===== config.mk =====
export PLATFORM = sky130hd
export DESIGN_NAME = muldiv_sequencer
export DESIGN_NICKNAME = d
export VERILOG_FILES = /design/src/rtl/muldiv_sequencer.sv
export SDC_FILE = /design/constraint.sdc
export NUM_CORES = 1
export LEC_CHECK = 0
export ABC_CLOCK_PERIOD_IN_PS = 4760
export BUFFER_PORTS_ARGS = -buffer_cell sky130_fd_sc_hd__buf_2
export CAP_MARGIN = 20
export CORE_MARGIN = 2
export CORE_UTILIZATION = 35
export CTS_BUF_LIST = sky130_fd_sc_hd__clkbuf_4
export DETAILED_ROUTE_END_ITERATION = 8
export HOLD_SLACK_MARGIN = 0.05
export MAX_ROUTING_LAYER = met4
export PLACE_DENSITY = 0.65
export SLEW_MARGIN = 25
export SYNTH_ARGS = -nofsm -noshare
export SYNTH_HDL_FRONTEND = slang
export SYNTH_SLANG_ARGS = --single-unit

===== constraint.sdc =====
create_clock -name clk -period 4.76 [get_ports clk]
set_clock_uncertainty 0.1 [all_clocks]
set_input_delay 0.714 -clock clk [delete_from_list [all_inputs] [get_ports clk]]
set_output_delay 0.714 -clock clk [all_outputs]
set_load 0.05 [all_outputs]

===== src/rtl/muldiv_sequencer.sv =====
// Multi-cycle MIPS multiply/divide unit owning the architectural HI/LO registers.
// Radix-2 shift-add multiply and restoring shift-subtract divide, one bit per cycle.
module muldiv_sequencer #(
    parameter int unsigned WIDTH = 32
) (
    input  logic             clk,
    input  logic             rst_n,
    input  logic             start,
    input  logic [1:0]       op,
    input  logic [WIDTH-1:0] src_a,
    input  logic [WIDTH-1:0] src_b,
    input  logic             flush,
    input  logic             mf_req,
    input  logic             hi_we,
    input  logic             lo_we,
    input  logic [WIDTH-1:0] wr_data,
    output logic [WIDTH-1:0] hi,
    output logic [WIDTH-1:0] lo,
    output logic             busy,
    output logic             done,
    output logic             div_zero,
    output logic             stall
);

    localparam int unsigned W2 = 2 * WIDTH;
    localparam int unsigned CW = (WIDTH > 1) ? $clog2(WIDTH) : 1;

    typedef enum logic [1:0] {
        IDLE  = 2'd0,
        RUN   = 2'd1,
        FIXUP = 2'd2
    } state_t;

    state_t           state;
    logic [CW-1:0]    count;
    logic [WIDTH-1:0] acc_hi;
    logic [WIDTH-1:0] acc_lo;
    logic [WIDTH-1:0] opnd;
    logic             is_div;
    logic             neg_lo;
    logic             neg_hi;
    logic             dz;

    // Operand conditioning at accept time
    logic             b_zero;
    logic             sgn;
    logic             a_neg;
    logic             b_neg;
    logic [WIDTH-1:0] abs_a;
    logic [WIDTH-1:0] abs_b;

    // Iteration datapath
    logic [WIDTH:0]   mul_sum;
    logic [WIDTH:0]   div_shift;
    logic [WIDTH:0]   div_diff;

    // Sign-corrected result
    logic [W2-1:0]    prod;
    logic [W2-1:0]    prod_fix;
    logic [WIDTH-1:0] fix_hi;
    logic [WIDTH-1:0] fix_lo;

    assign stall = busy & (start | mf_req | hi_we | lo_we);

    always_comb begin
        b_zero    = (src_b == '0);
        // A zero divisor runs unsigned so the remainder path returns the raw dividend
        sgn       = ~op[0] & ~(op[1] & b_zero);
        a_neg     = sgn & src_a[WIDTH-1];
        b_neg     = sgn & src_b[WIDTH-1];
        abs_a     = a_neg ? (~src_a + WIDTH'(1)) : src_a;
        abs_b     = b_neg ? (~src_b + WIDTH'(1)) : src_b;

        mul_sum   = {1'b0, acc_hi} + (acc_lo[0] ? {1'b0, opnd} : {(WIDTH+1){1'b0}});
        div_shift = {acc_hi, acc_lo[WIDTH-1]};
        // Partial remainder is always below 2*divisor, so bit WIDTH of the difference is the borrow
        div_diff  = div_shift - {1'b0, opnd};

        prod      = {acc_hi, acc_lo};
        prod_fix  = neg_lo ? (~prod + W2'(1)) : prod;
        if (is_div) begin
            fix_hi = neg_hi ? (~acc_hi + WIDTH'(1)) : acc_hi;
            fix_lo = neg_lo ? (~acc_lo + WIDTH'(1)) : acc_lo;
        end else begin
            fix_hi = prod_fix[W2-1:WIDTH];
            fix_lo = prod_fix[WIDTH-1:0];
        end
    end

    always_ff @(posedge clk) begin
        if (!rst_n) begin
            state    <= IDLE;
            count    <= '0;
            acc_hi   <= '0;
            acc_lo   <= '0;
            opnd     <= '0;
            is_div   <= 1'b0;
            neg_lo   <= 1'b0;
            neg_hi   <= 1'b0;
            dz       <= 1'b0;
            hi       <= '0;
            lo       <= '0;
            busy     <= 1'b0;
            done     <= 1'b0;
            div_zero <= 1'b0;
        end else begin
            done     <= 1'b0;
            div_zero <= 1'b0;
            case (state)
                IDLE: begin
                    if (hi_we) hi <= wr_data;
                    if (lo_we) lo <= wr_data;
                    if (start && !flush) begin
                        state  <= RUN;
                        busy   <= 1'b1;
                        count  <= CW'(WIDTH - 1);
                        acc_hi <= '0;
                        is_div <= op[1];
                        dz     <= op[1] & b_zero;
                        neg_lo <= a_neg ^ b_neg;
                        neg_hi <= a_neg;
                        // Multiply walks the multiplier in acc_lo; divide shifts the dividend out of it
                        acc_lo <= op[1] ? abs_a : abs_b;
                        opnd   <= op[1] ? abs_b : abs_a;
                    end
                end
                RUN: begin
                    if (flush) begin
                        state <= IDLE;
                        busy  <= 1'b0;
                    end else begin
                        if (is_div) begin
                            if (div_diff[WIDTH]) begin
                                acc_hi <= div_shift[WIDTH-1:0];
                                acc_lo <= {acc_lo[WIDTH-2:0], 1'b0};
                            end else begin
                                acc_hi <= div_diff[WIDTH-1:0];
                                acc_lo <= {acc_lo[WIDTH-2:0], 1'b1};
                            end
                        end else begin
                            {acc_hi, acc_lo} <= {mul_sum, acc_lo[WIDTH-1:1]};
                        end
                        if (count == '0) state <= FIXUP;
                        else             count <= count - CW'(1);
                    end
                end
                FIXUP: begin
                    state <= IDLE;
                    busy  <= 1'b0;
                    if (!flush) begin
                        hi       <= fix_hi;
                        lo       <= fix_lo;
                        done     <= 1'b1;
                        div_zero <= dz;
                    end
                end
                default: begin
                    state <= IDLE;
                    busy  <= 1'b0;
                end
            endcase
        end
    end

endmodule


# Word level (Yosys, flattened, before mapping)
# Cells that the tools add are included.
[classes]
bitwise = 18
eq_ne = 10
n_mux = 38
add_sub_neg = 8
reduce_logical = 16
[op_table]
columns = ["operator", "n"]
rows = [
  ["$mux 32", 20],
  ["$pmux 32 s2", 4],
  ["$add 32x1->32 const B", 4],
  ["$not 32->32", 4],
  ["$add 64x1->64 const B", 1],
  ["$mux 64", 1],
  ["$not 64->64", 1],
  ["$add 32x32->33", 1],
  ["$sub 33x32->33", 1],
  ["$logic_not 32->1", 1],
  ["$mux 5", 3],
  ["$ne 2x2->1 const B", 7],
  ["$pmux 5 s2", 1],
  ["$reduce_and 3->1", 3],
  ["$reduce_and 2->1", 4],
  ["$mux 2", 3],
  ["$and 1x1->1", 5],
  ["$logic_not 5->1", 1],
  ["$sub 5x1->5 const B", 1],
  ["$mux 1", 4],
  ["$not 1->1", 4],
  ["$pmux 2 s2", 1],
  ["$reduce_and 4->1", 1],
  ["$reduce_bool 2->1", 2],
  ["10 further kinds", 12],
]
[word_totals]
register_bits = 174
in_bits = 105
out_inout_bits = 68

# Logic depth before layout (Yosys ltp)
[depth]
word_depth = 9
ltp_mapped = 15
depth_no_buf = 13

# Worst setup path after synthesis
# Ideal clock, no wire load.
[synth_path]
kind = "input port to flip-flop"
start = "input port src_a[10]"
end = "register acc_lo[30]"
path_buffers = 1
t_required_ps = 4529
t_arrival_ps = 3157
path_slack_ps = 1372
path_stages = 9
cell_sequence = "or4_4 -> or4_4 -> or4_1 -> buf_2 -> o31a_1 -> xor2_1 -> mux2_4 -> a21oi_2 -> a21oi_1"
[synth_between]
elab_chain_len = 6
[synth_rtl]
columns = ["element", "line_no", "text"]
rows = [
  ["start: declaration", "10", "input logic [WIDTH-1:0] src_a,"],
  ["$not 32->32", "71", "abs_a = a_neg ? (~src_a + WIDTH'(1)) : src_a;"],
  ["$add 32x1->32", "71", ""],
  ["$mux 32", "71", ""],
  ["$mux 32", "123", "acc_lo <= op[1] ? abs_a : abs_b;"],
  ["$mux 32", "113", "if (start && !flush) begin"],
  ["$pmux 32 s2", "109", "case (state)"],
  ["end signal: assignment", "123", ""],
  ["end signal: assignment", "135", "acc_lo <= {acc_lo[WIDTH-2:0], 1'b0};"],
  ["end signal: assignment", "138", "acc_lo <= {acc_lo[WIDTH-2:0], 1'b1};"],
  ["end: declaration", "37", "logic [WIDTH-1:0] acc_lo;"],
]
# No other way between the ends. The select of a mux whose other input is x is not followed.
# A chain may end at the register's enable or synchronous reset.

# Final worst setup path
[layout_path]
start = "register acc_lo[0]"
end = "register acc_hi[26]"
[layout_between]
elab_chain_len = 5
[layout_rtl]
columns = ["element", "line_no", "text"]
rows = [
  ["$mux 32", "74", "mul_sum = {1'b0, acc_hi} + (acc_lo[0] ? {1'b0, opnd} : {(WIDTH+1){1'b0}});"],
  ["$add 32x32->33", "74", ""],
  ["$mux 32", "132", "if (is_div) begin"],
  ["$mux 32", "128", "if (flush) begin"],
  ["$pmux 32 s2", "109", ""],
  ["end signal: assignment", "134", "acc_hi <= div_shift[WIDTH-1:0];"],
  ["end signal: assignment", "137", "acc_hi <= div_diff[WIDTH-1:0];"],
  ["end signal: assignment", "141", "{acc_hi, acc_lo} <= {mul_sum, acc_lo[WIDTH-1:1]};"],
  ["end: declaration", "36", "logic [WIDTH-1:0] acc_hi;"],
]
# No other way between the ends. The select of a mux whose other input is x is not followed.

==> results.json <==
{
  "row_count": 74,
  "drt.antenna.violating_nets": 0,
  "ir_worst_vdd_v": 0.000134,
  "seqPwrFrac": 0.434,
  "synth_top_area_share": 0.242,
  "synth_largest_area_cell": "dfxtp_1",
  "cts_setup_buffers": 0,
  "synth.distinct_cells": 85,
  "core_sq_mm": 0.0407,
  "status": "completed",
  "die_area_sq_mm": 0.0428,
  "finalSetupViolCount": 0,
  "initial_core_util": 0.353,
  "antenna_found_initial": 1,
  "setup.worst_path.end": "acc_hi[26]",
  "clk_pin_slew_ps": 180,
  "area_delta_synth_final_pct": 11.7,
  "power_frac_comb": 0.330,
  "cts-buffers-inserted": 17,
  "synth.avg_cell_area_sq_um": 7.38,
  "cts_hold_buf": 0,
  "synth-main-ff-cell": "dfxtp_1",
  "dpl_worst_slack_ps": 530,
  "grtUsageTotal": 0.267,
  "setup.worst_path.class": "flip-flop to flip-flop",
  "cp_max_fo": 22,
  "endpoint_kind": "flip-flop",
  "vias": 15600,
  "dpl.hpwl_mm": 45.3,
  "overflow": 0,
  "syn_nets": 2129,
  "synthTopCellsByArea": "dfxtp_1 (24%), a21oi_1 (6.9%), ha_1 (6.1%)",
  "setup_tns_ps": 0,
  "drive_gt1_frac": 0.140,
  "drt_iter0_drc": 1805,
  "critPathLaunchType": "flip-flop",
  "fin_crit_ps": 4330,
  "clockBufferDepth": 2,
  "power.total_uw": 3810,
  "powerDensity_mw_per_mm2": 237,
  "clkSinkCount": 174,
  "setup_ws_ps": 433,
  "fp.dieH_um": 207,
  "r2r_end": "acc_hi[26]",
  "htree_levels": 4,
  "cp.required_ps": 5120,
  "synth-async-reset-ratio": 0,
  "hold_path.class": "input pin to flip-flop",
  "final_hold_viol_count": 0,
  "reg2reg_depth": 14,
  "netSwitchingPower_uw": 1580,
  "cts_resized": 0,
  "ys_seq_elements": 174,
  "power.share.clock": 0.236,
  "crit_start": "acc_lo[0]",
  "cap_viol_max_count": 0,
  "reg2reg_setup_slack_ps": 430,
  "cts_tree": "built",
  "gp_congestion": 1.00,
  "io_buffer_count": 172,
  "fin_crit_sh": 0.909,
  "synth_area_sq_mm": 0.0144,
  "clkLatencyLatePin_ps": 620,
  "internal-power_uw": 2230,
  "max_freq_mhz": 231,
  "drt-total-wl_mm": 57.4,
  "firstDrtPassIters": 9,
  "grt_pass1_vias": 13800,
  "io_pins": 173,
  "worstMarginPinSlew_ps": 1020,
  "leakage_uw": 0.00639,
  "num-fill-cells": 4306,
  "grt_pass1_wl_mm": 84.5,
  "relSlewSlack": 0.322,
  "wl_per_cell_um": 22.0,
  "slew_viol_final": 0,
  "synth_cells": 1952,
  "die_width_um": 207,
  "synth_seq_area_share": 0.242,
  "via_per_inst": 6.00,
  "yosys_warnings": 0,
  "swShare": 0.414,
  "cts-root-buf": "clkbuf_4",
  "synth-edff-count": 0,
  "drcViolationCount": 0,
  "grt_max_degree": 81,
  "crit_arrival_ps": 4690,
  "r2r_start": "acc_lo[0]",
  "min_from": "flush",
  "rsz0062_at_grt": "false",
  "nets": 2236
}
==> metal layers <==
layer  up-vias  global-route usage  wire, um
met5         -                   -         0
met4         0              0.0831      1730
met3        71              0.0418      4930
met2       740               0.380     24100
met1      7435               0.384     26600
li1       7369                   -         -
==> critical path, stage by stage, from the launching register on <==
cell and delay (ps):
dfxtp_1 420, inv_1 330, buf_4 340, nor2_1 70, ha_1 370, a21oi_1 370
o211ai_1 170, a221o_1 350, a2111oi_0 550, buf_4 230, o31ai_1 130, a221oi_1 410
o31ai_1 100, a31oi_1 140, o21ai_0 90
==> synth_stat cells, types with 8 or more instances <==
cell and n:
clkbuf_1 107, or4_1 14, a21oi_1 199, ha_1 70, nor3_1 33, or3_1 31, a21o_1 19, a31oi_1 16
nand2_1 157, nand3_1 45, o221ai_1 8, and3_1 11, a21boi_0 9, o21ai_0 164, o22ai_1 8, xnor2_1 89
o211ai_1 25, nand4_1 15, mux2i_1 52, and2_1 8, xor2_1 73, a22oi_1 17, nor4_1 12, o31ai_1 42
buf_1 10, dfxtp_1 174, or2_2 10, nand2b_1 18, nor2b_1 16, inv_1 68, nor2_1 210, o21a_1 19
buf_2 8, o41ai_1 13, a211oi_1 62
==> power by group through the flow <==
stage / clock (uW) / sequential, uW / combinational [uW]
2_1_floorplan: 0 / 1760 / 712
3_3_place_gp: 0 / 1670 / 1220
3_5_place_dp: 0 / 1680 / 1230
4_1_cts: 894 / 1650 / 1230
5_1_grt: 951 / 1660 / 1350
6_report: 899 / 1650 / 1260
==> flip-flops by register name (all words and copies together), names as in the netlist <==
signal and flops:
dz 1, neg_hi 1, acc_lo 32, busy 1
lo 32, acc_hi 32, div_zero 1, hi 32
count 5, is_div 1, done 1, opnd 32
neg_lo 1, state 2
==> worst min-delay path by stage <==
stage | end | slack, ps | depth (start not counted)
2_1_floorplan | dz | 330 | 2
3_3_place_gp | dz | 350 | 2
3_5_place_dp | dz | 350 | 2
4_1_cts | state[0] | 230 | 2
5_1_grt | state[0] | 220 | 2
6_report | state[0] | 250 | 2
==> placed cells by master (no fill, tap or decap), types with 15 or more instances in the layout <==
cell / n
a21o_1: 18
nor2b_1: 15
xor2_1: 73
ha_1: 70
xnor2_1: 89
o31ai_1: 42
o21ai_0: 164
nand2_1: 157
mux2i_1: 52
nor3_1: 33
clkbuf_4: 17
o21a_1: 19
nand3_1: 45
dfxtp_1: 173
buf_2: 172
nor2_1: 209
a31oi_1: 15
buf_4: 41
o211ai_1: 25
a21oi_1: 198
a211oi_1: 62
or3_1: 31
nand2b_1: 18
nand4_1: 15
a22oi_1: 17
inv_1: 68
==> per-stage QoR <==
step | utilization | hold slack [ps] | std cells | cell area, sq um
global route | 0.395 | 221 | 2604 | 16100
detailed placement | 0.388 | 347 | 2572 | 15800
finish | 0.395 | 251 | 2604 | 16100
CTS | 0.394 | 228 | 2603 | 16100
floorplan | - | 327 | 1952 | 14400
global placement | 0.388 | 347 | 2572 | 15800
==> cell families (layout without fill, tap and decap cells) <==
logic type / Yosys count / in the layout / share of synthesized area
AOI/OAI and AO/OA: 691 / 691 / 0.308
and+or+nand+nor: 600 / 600 / 0.196
buffers and inverters: 197 / 316 / 0.0523
DFF: 174 / 174 / 0.242
xor gates and xnor gates: 162 / 162 / 0.0985
adders and majority gates: 72 / 72 / 0.0636
muxes: 56 / 56 / 0.0395
other: 0 / 1 / 0
==> final cells by class <==
class                           instances  area, sq um  share of cell area
Clock buffer                           17          128             0.00794
Timing Repair Buffer                  214         1190              0.0739
Multi-Input combinational cell       1581        10200               0.634
Sequential cell                       174         3480               0.217
Inverter                               71          267              0.0166
Clock inverter                         14          150             0.00934
Tap cell                              532          666              0.0414
Antenna cell                            1         2.50            0.000156
(Power assumes the default switching activity.)
